**config.mk**
```make
export PLATFORM = sky130hd
export DESIGN_NAME = mdu_issue_ctrl
export DESIGN_NICKNAME = d
export VERILOG_FILES = /design/src/rtl/mdu_issue_ctrl.sv
export SDC_FILE = /design/constraint.sdc
export NUM_CORES = 1
export LEC_CHECK = 0
export BUFFER_PORTS_ARGS = -buffer_cell sky130_fd_sc_hd__buf_2
export CAP_MARGIN = 0
export CELL_PAD_IN_SITES_DETAIL_PLACEMENT = 1
export CELL_PAD_IN_SITES_GLOBAL_PLACEMENT = 2
export CORE_ASPECT_RATIO = 1.25
export CORE_MARGIN = 3
export CORE_UTILIZATION = 32
export CTS_CLUSTER_DIAMETER = 100
export DETAILED_ROUTE_END_ITERATION = 16
export PLACE_DENSITY = 0.88
export SYNTH_ARGS = -nofsm -noshare
export SYNTH_HDL_FRONTEND = slang
export SYNTH_SLANG_ARGS = --single-unit
```
**constraint.sdc**
```tcl
create_clock -name clk -period 5.34 [get_ports clk]
set_input_delay 0 -clock clk [delete_from_list [all_inputs] [get_ports clk]]
set_output_delay 0 -clock clk [all_outputs]
set_load 0.005 [all_outputs]
```
**src/rtl/mdu_issue_ctrl.sv**
```systemverilog
// rtl/mdu_issue_ctrl.sv - E-stage multiply/divide issue sequencer
//
// Accepts MDU operations at the decode/execute boundary, issues one op per
// accepted request, tracks multiply/divide occupancy, and produces the
// pipeline stall, the issue strobe and the HI/LO commit strobe. Supports
// flush-abort of an in-flight op and a free-running busy-cycle counter.
//
// Ports:
//   clk          clock
//   reset        synchronous, active-high reset
//   req_valid    E-stage instruction carries an MDU op
//   req_op       0 none, 1 mult, 2 multu, 3 div, 4 divu, 5 mthi, 6 mtlo,
//                7 mfhi, 8 mflo, 9-15 none
//   flush        cancel in-flight op and suppress this cycle's issue
//   req_ready    controller can accept req_op this cycle
//   stall        hold the D and E stages
//   issue        one-cycle strobe: op handed to the MDU
//   mdu_op       req_op when issue=1, else 0
//   commit       one-cycle strobe: MDU writes temp result into HI/LO
//   busy         mult/div in flight
//   cnt          remaining busy cycles
//   busy_cycles  count of cycles with busy=1, wraps

module mdu_issue_ctrl #(
   parameter int MUL_LAT = 5,
   parameter int DIV_LAT = 10
) (
   input  logic        clk,
   input  logic        reset,
   input  logic        req_valid,
   input  logic [3:0]  req_op,
   input  logic        flush,
   output logic        req_ready,
   output logic        stall,
   output logic        issue,
   output logic [3:0]  mdu_op,
   output logic        commit,
   output logic        busy,
   output logic [3:0]  cnt,
   output logic [31:0] busy_cycles
);

   typedef enum logic [1:0] {
      S_IDLE = 2'd0,
      S_MUL  = 2'd1,
      S_DIV  = 2'd2
   } state_t;

   localparam logic [3:0] MUL_CNT = 4'(MUL_LAT);
   localparam logic [3:0] DIV_CNT = 4'(DIV_LAT);

   state_t      state_q, state_d;
   logic [3:0]  cnt_q, cnt_d;
   logic [31:0] busy_cycles_q, busy_cycles_d;

   logic op_valid;
   logic is_mul;
   logic is_div;

   assign op_valid = req_valid && (req_op >= 4'd1) && (req_op <= 4'd8);
   assign is_mul   = (req_op == 4'd1) || (req_op == 4'd2);
   assign is_div   = (req_op == 4'd3) || (req_op == 4'd4);

   assign busy        = (state_q != S_IDLE);
   assign cnt         = cnt_q;
   assign busy_cycles = busy_cycles_q;

   always_comb begin
      state_d       = state_q;
      cnt_d         = cnt_q;
      busy_cycles_d = busy ? busy_cycles_q + 32'd1 : busy_cycles_q;
      req_ready     = (state_q == S_IDLE);
      issue         = 1'b0;
      mdu_op        = 4'd0;
      commit        = 1'b0;

      case (state_q)
         S_IDLE: begin
            if (op_valid && !flush) begin
               issue  = 1'b1;
               mdu_op = req_op;
               if (is_mul) begin
                  state_d = S_MUL;
                  cnt_d   = MUL_CNT;
               end else if (is_div) begin
                  state_d = S_DIV;
                  cnt_d   = DIV_CNT;
               end
            end
         end
         default: begin
            if (flush) begin
               // Aborted op never reaches HI/LO, even on its final cycle.
               state_d = S_IDLE;
               cnt_d   = 4'd0;
            end else if (cnt_q <= 4'd1) begin
               // A reset in the final cycle also discards the result.
               commit  = !reset;
               state_d = S_IDLE;
               cnt_d   = 4'd0;
            end else begin
               cnt_d = cnt_q - 4'd1;
            end
         end
      endcase

      // Not gated by flush: the pipeline resolves flush with priority.
      stall = op_valid && !req_ready;
   end

   always_ff @(posedge clk) begin
      if (reset) begin
         state_q       <= S_IDLE;
         cnt_q         <= 4'd0;
         busy_cycles_q <= 32'd0;
      end else begin
         state_q       <= state_d;
         cnt_q         <= cnt_d;
         busy_cycles_q <= busy_cycles_d;
      end
   end

endmodule

```
-- After elaboration in Yosys (flattened, before gate mapping)
Index checks and enable logic that the tools add are counted.
- bits in registers: 38
- bits of input ports: 8
- output and inout port bits: 45
- word-level logic and storage cells: 47
- $add $sub $neg: 2
- $lt $le $gt $ge: 3
- equality and inequality tests: 6
- mux-type cells: 19
- reductions and logical operators: 14
- operator list (operator ; count):
    32-bit by 1-bit adder with 32-bit output (second input constant) ; 1
    4-bit 2-to-1 mux ; 8
    2-bit 2-to-1 mux ; 6
    4-bit by 2-bit == test with 1-bit output (second input constant) ; 2
    1-bit 2-to-1 mux ; 5
    4-bit by 1-bit == test with 1-bit output (second input constant) ; 1
    4-bit by 3-bit == test with 1-bit output (second input constant) ; 1
    4-bit by 1-bit greater-or-equal comparator with 1-bit output (second input constant) ; 1
    4-bit by 1-bit less-or-equal comparator with 1-bit output (second input constant) ; 1
    4-bit less-or-equal comparator (second input constant) ; 1
    1-bit logical AND ; 4
    4-bit by 1-bit subtractor with 4-bit output (second input constant) ; 1
    1-bit zero test ; 3
    3-bit by 1-bit != test with 1-bit output (second input constant) ; 1
    3-bit AND reduction ; 1
    3-bit nonzero test ; 1
    2-bit zero test ; 1
    1-bit logical OR ; 2
    2-bit by 1-bit != test with 1-bit output (second input constant) ; 1
    2-bit AND reduction ; 1
    2-bit nonzero test ; 1

-- Logic depth before layout (Yosys ltp)
- depth in word-level cells: 6
- gate-level depth with buffers: 7
- mapped depth without buffers: 6

-- Worst setup path before layout
OpenSTA, ideal clock, no wires.
- kind: flip-flop to flip-flop
- start point: reg busy_cycles_q[0] (netlist: busy_cycles[0])
- end point: reg busy_cycles_q[22] (netlist: busy_cycles[22])
- library setup time: 70 ps
- data arrival time: 1693 ps
- data required time: 5270 ps
- slack: 3576 ps
- cell stages (with the launch flop): 7
- buffers on the path: 1
- period minus slack after synthesis: 1764 ps
- cell sequence: dfxtp_1 > ha_1 > o2111ai_2 > nand3b_4 > buf_6 > or4_1 > a21oi_1
- cells in the longest elaborated chain, start to end: 1
- ends and longest elaborated chain (element ; line ; text):
    start: declaration ; 54 ; logic [31:0] busy_cycles_q, busy_cycles_d;
    start signal: assignment ; 119 ; busy_cycles_q <= busy_cycles_d;
    32-bit by 1-bit adder with 32-bit output ; 71 ; busy_cycles_d = busy ? busy_cycles_q + 32'd1 : busy_cycles_q;
Every way passes these cells.
A chain may end at the register's enable or synchronous reset.

-- Worst setup path after layout
- start point: reg busy_cycles_q[4] (netlist: busy_cycles[4])
- end point: reg busy_cycles_q[29] (netlist: busy_cycles[29])
Same word-level chain as after synthesis.

==> results.md <==
- Outcome: finished, final reports clean
- Initial antenna violation count: 0
- Hold_ws: 0.141 ns
- Detailed Route WL: 5.06 mm
- Cts repair resizes: 0
- Routed vias: 1869
- Share of synthesized registers carrying an async set or reset: 0%
- Placer Congestion: 0.708
- CP Max Fanout: 21
- Worst r2r src: busy_cycles[4]
- Area growth from synthesis to layout: 19.9%
- Die X: 75.4 um
- WP data arrival: 2.46 ns
- Setup crit end kind: flop
- DR pass1 iterations: 4
- Row Count: 31
- Chip height: 92.8 um
- Area of the die: 7000 um^2
- Worst skew pair latency: 0.30 ns
- CP endpoint: busy_cycles[29]
- Vias in the first global route: 1790
- Setup Viol. Count Final: 0
- PD cells: 235 nW/um^2
- Mapped cell area: 1930 um^2
- Slew margin rel.: 50.7%
- All-Layer GR Usage: 15.1%
- Grt peak-use layer: met2
- Leading cell type in the layout, fill and taps excluded: buf_2
- FF-to-FF setup slack: 3.11 ns
- Largest net degree at the start of global routing: 40
- Slew @ Worst Pin: 0.740 ns
- Final Cycle Share: 41.8%
- Post-Syn Instances: 228
- Avg Cell Area, Syn: 8.46 um^2
- R2r worst-path depth: 4
- Most frequent cells in the layout: buf_2 (52), dfxtp_1 (38), a21oi_1 (27)
- Hold buffers post-CTS: 0
- DRT iter0 DRCs: 76
- # nets final: 287
- Number of synthesized flops with an enable pin: 0
- Post-route ant nets: 0
- Hold Crit Class: input pin to flop
- Reg2reg end: busy_cycles[29]
- Slowest-stage cell, CP: or4_1
- Flops & latches, synth: 38
- First-pass GRT wire length: 8.42 mm
- TritonCTS Buffers: 5
- Hold Vio Cnt, Final: 0
- RSZ-0062 raised after global routing: no
- Area post-placement: 2220 um^2
- Seq/Total Area, Yosys: 39.5%
- Ant diodes: 0
- WP data required: 5.56 ns
- Number of distinct library cells after synthesis: 39
- Fin Setup TNS: 0 ns
- Vias/cell: 5.45
- Min Tclk post-route: 2.23 ns
- Ordered cell list for the critical path: and4_2 -> nand4_1 -> or4_1 -> a21oi_1
- Met1 usage: 19.1%
- DRC: 0
- H-tree Lvls: 2
- Filler cell count in the final layout: 730
- Max-cap violations: 0
- Leakage power: 0.946 nW
- CTS tree: done
- CP Class: flop to flop
- DR WL/cell: 14.7 um
- Initial Util: 33.1%
- Syn_nets: 239
- Setup slack after placement: 3.11 ns
- Layout cells sized above 1: 24.9%
- Clock-pin transition on the worst setup and hold timing paths: 0.08 ns
- Half-perimeter wire length after placement: 3.65 mm
- Fin. max-slew vios: 0
- Layout Skew: 0.00668 ns
- Ys flop type: dfxtp_1
- Postcts setup bufs: 0
- Global-route track usage on met2: 24.6%
- Synthesis warning total: 0
- Top-level port count: 53
- CTS root buffer: clkbuf_8
- Largest stage delay on the critical path: 0.69 ns
- Grt total ovfl: 0
- CORE AREA: 5820 um^2
- Fmax: 448 MHz
- I/O Buffers: 52
- M3 GR Usage: 3.80%
- Setup ws final: 3.11 ns
- Final instance area: 2310 um^2
- Worst VDD drop: 0.129 mV
- Total power: 0.544 mW
- Num Clock Sinks: 38
- Clock Tree Buf Depth: 2
- Worst Setup SP: busy_cycles[4]
- Worst Setup Start Kind: flop
==> kinds of logic after synthesis <==
group / after synthesis / share of synthesized area [%]
DFF: 38 / 39.5
and+or+nand+nor: 89 / 27.1
buffers and inverters: 21 / 4.74
AOI/OAI and AO/OA: 66 / 21.7
adders and majority gates: 3 / 1.95
xor gates and xnor gates: 11 / 5.00
==> worst max-delay path: cells and delay by family (launching register included) <==
family           cells  cell delay (ns)
AO/OA/AOI/OAI        1             0.16
flip-flops           1             0.43
AND/OR/NAND/NOR      3             1.56
==> worst min path at each step <==
stage | start | cells past startpoint | endpoint | slack (ns)
floorplan | req_op[0] | 1 | mdu_op[0] | 0.11
global placement | req_op[2] | 3 | mdu_op[2] | 0.32
detailed placement | req_valid | 3 | stall | 0.32
CTS | req_op[2] | 4 | state_q[0] | 0.13
global route | req_op[2] | 4 | state_q[0] | 0.18
finish | req_op[2] | 4 | state_q[0] | 0.14
==> stage by stage <==
step,instances,util (%)
2_1_floorplan,228,-
3_3_place_gp,335,38.1
3_5_place_dp,335,38.1
4_1_cts,343,39.7
5_1_grt,343,39.7
6_report,343,39.7
==> per-layer routing <==
layer | share of wire [%] | up-vias
li1 | - | 947
met1 | 46 | 878
met2 | 48 | 40
met3 | 5.3 | 4
met4 | 1.2 | 0
met5 | 0 | -
==> cell usage after synthesis, drive strengths merged, types with 2 or more instances <==
cell type,number,area share [%]
a211oi,4,1.6
a21oi,27,7.0
and2,4,1.3
and3,8,2.6
and4,3,1.4
buf,4,1.4
clkbuf,7,1.4
dfxtp,38,39
ha,3,1.9
inv,10,1.9
nand2,13,2.5
nand3,10,2.6
nand4,8,2.9
nor2,13,2.5
nor3,2,0.52
o21ai,13,3.4
o31a,2,0.91
o31ai,12,4.7
or3,13,4.2
or4,10,3.9
xnor2,6,2.7
xor2,5,2.3
==> registers in the layout, indices dropped and copies added, names as in the netlist <==
| name | count |
|---|---|
| busy_cycles | 32 |
| cnt | 4 |
| state_q | 2 |
==> power by group <==
part           total, mW  switching (mW)  internal, mW
Clock              0.215           0.111         0.104
Sequential         0.290         0.00385         0.286
Combinational     0.0393          0.0237        0.0156
==> area by class of cell <==
class,instances,area (um^2),area share [%]
Sequential cell,38,761,32.9
Inverter,10,37.5,1.62
Clock buffer,6,82.6,3.57
Clock inverter,2,12.5,0.541
Timing Repair Buffer,52,260,11.3
Multi-Input combinational cell,169,1080,46.5
Tap cell,66,82.6,3.57
Note: power is estimated with default switching activity, not from simulation.
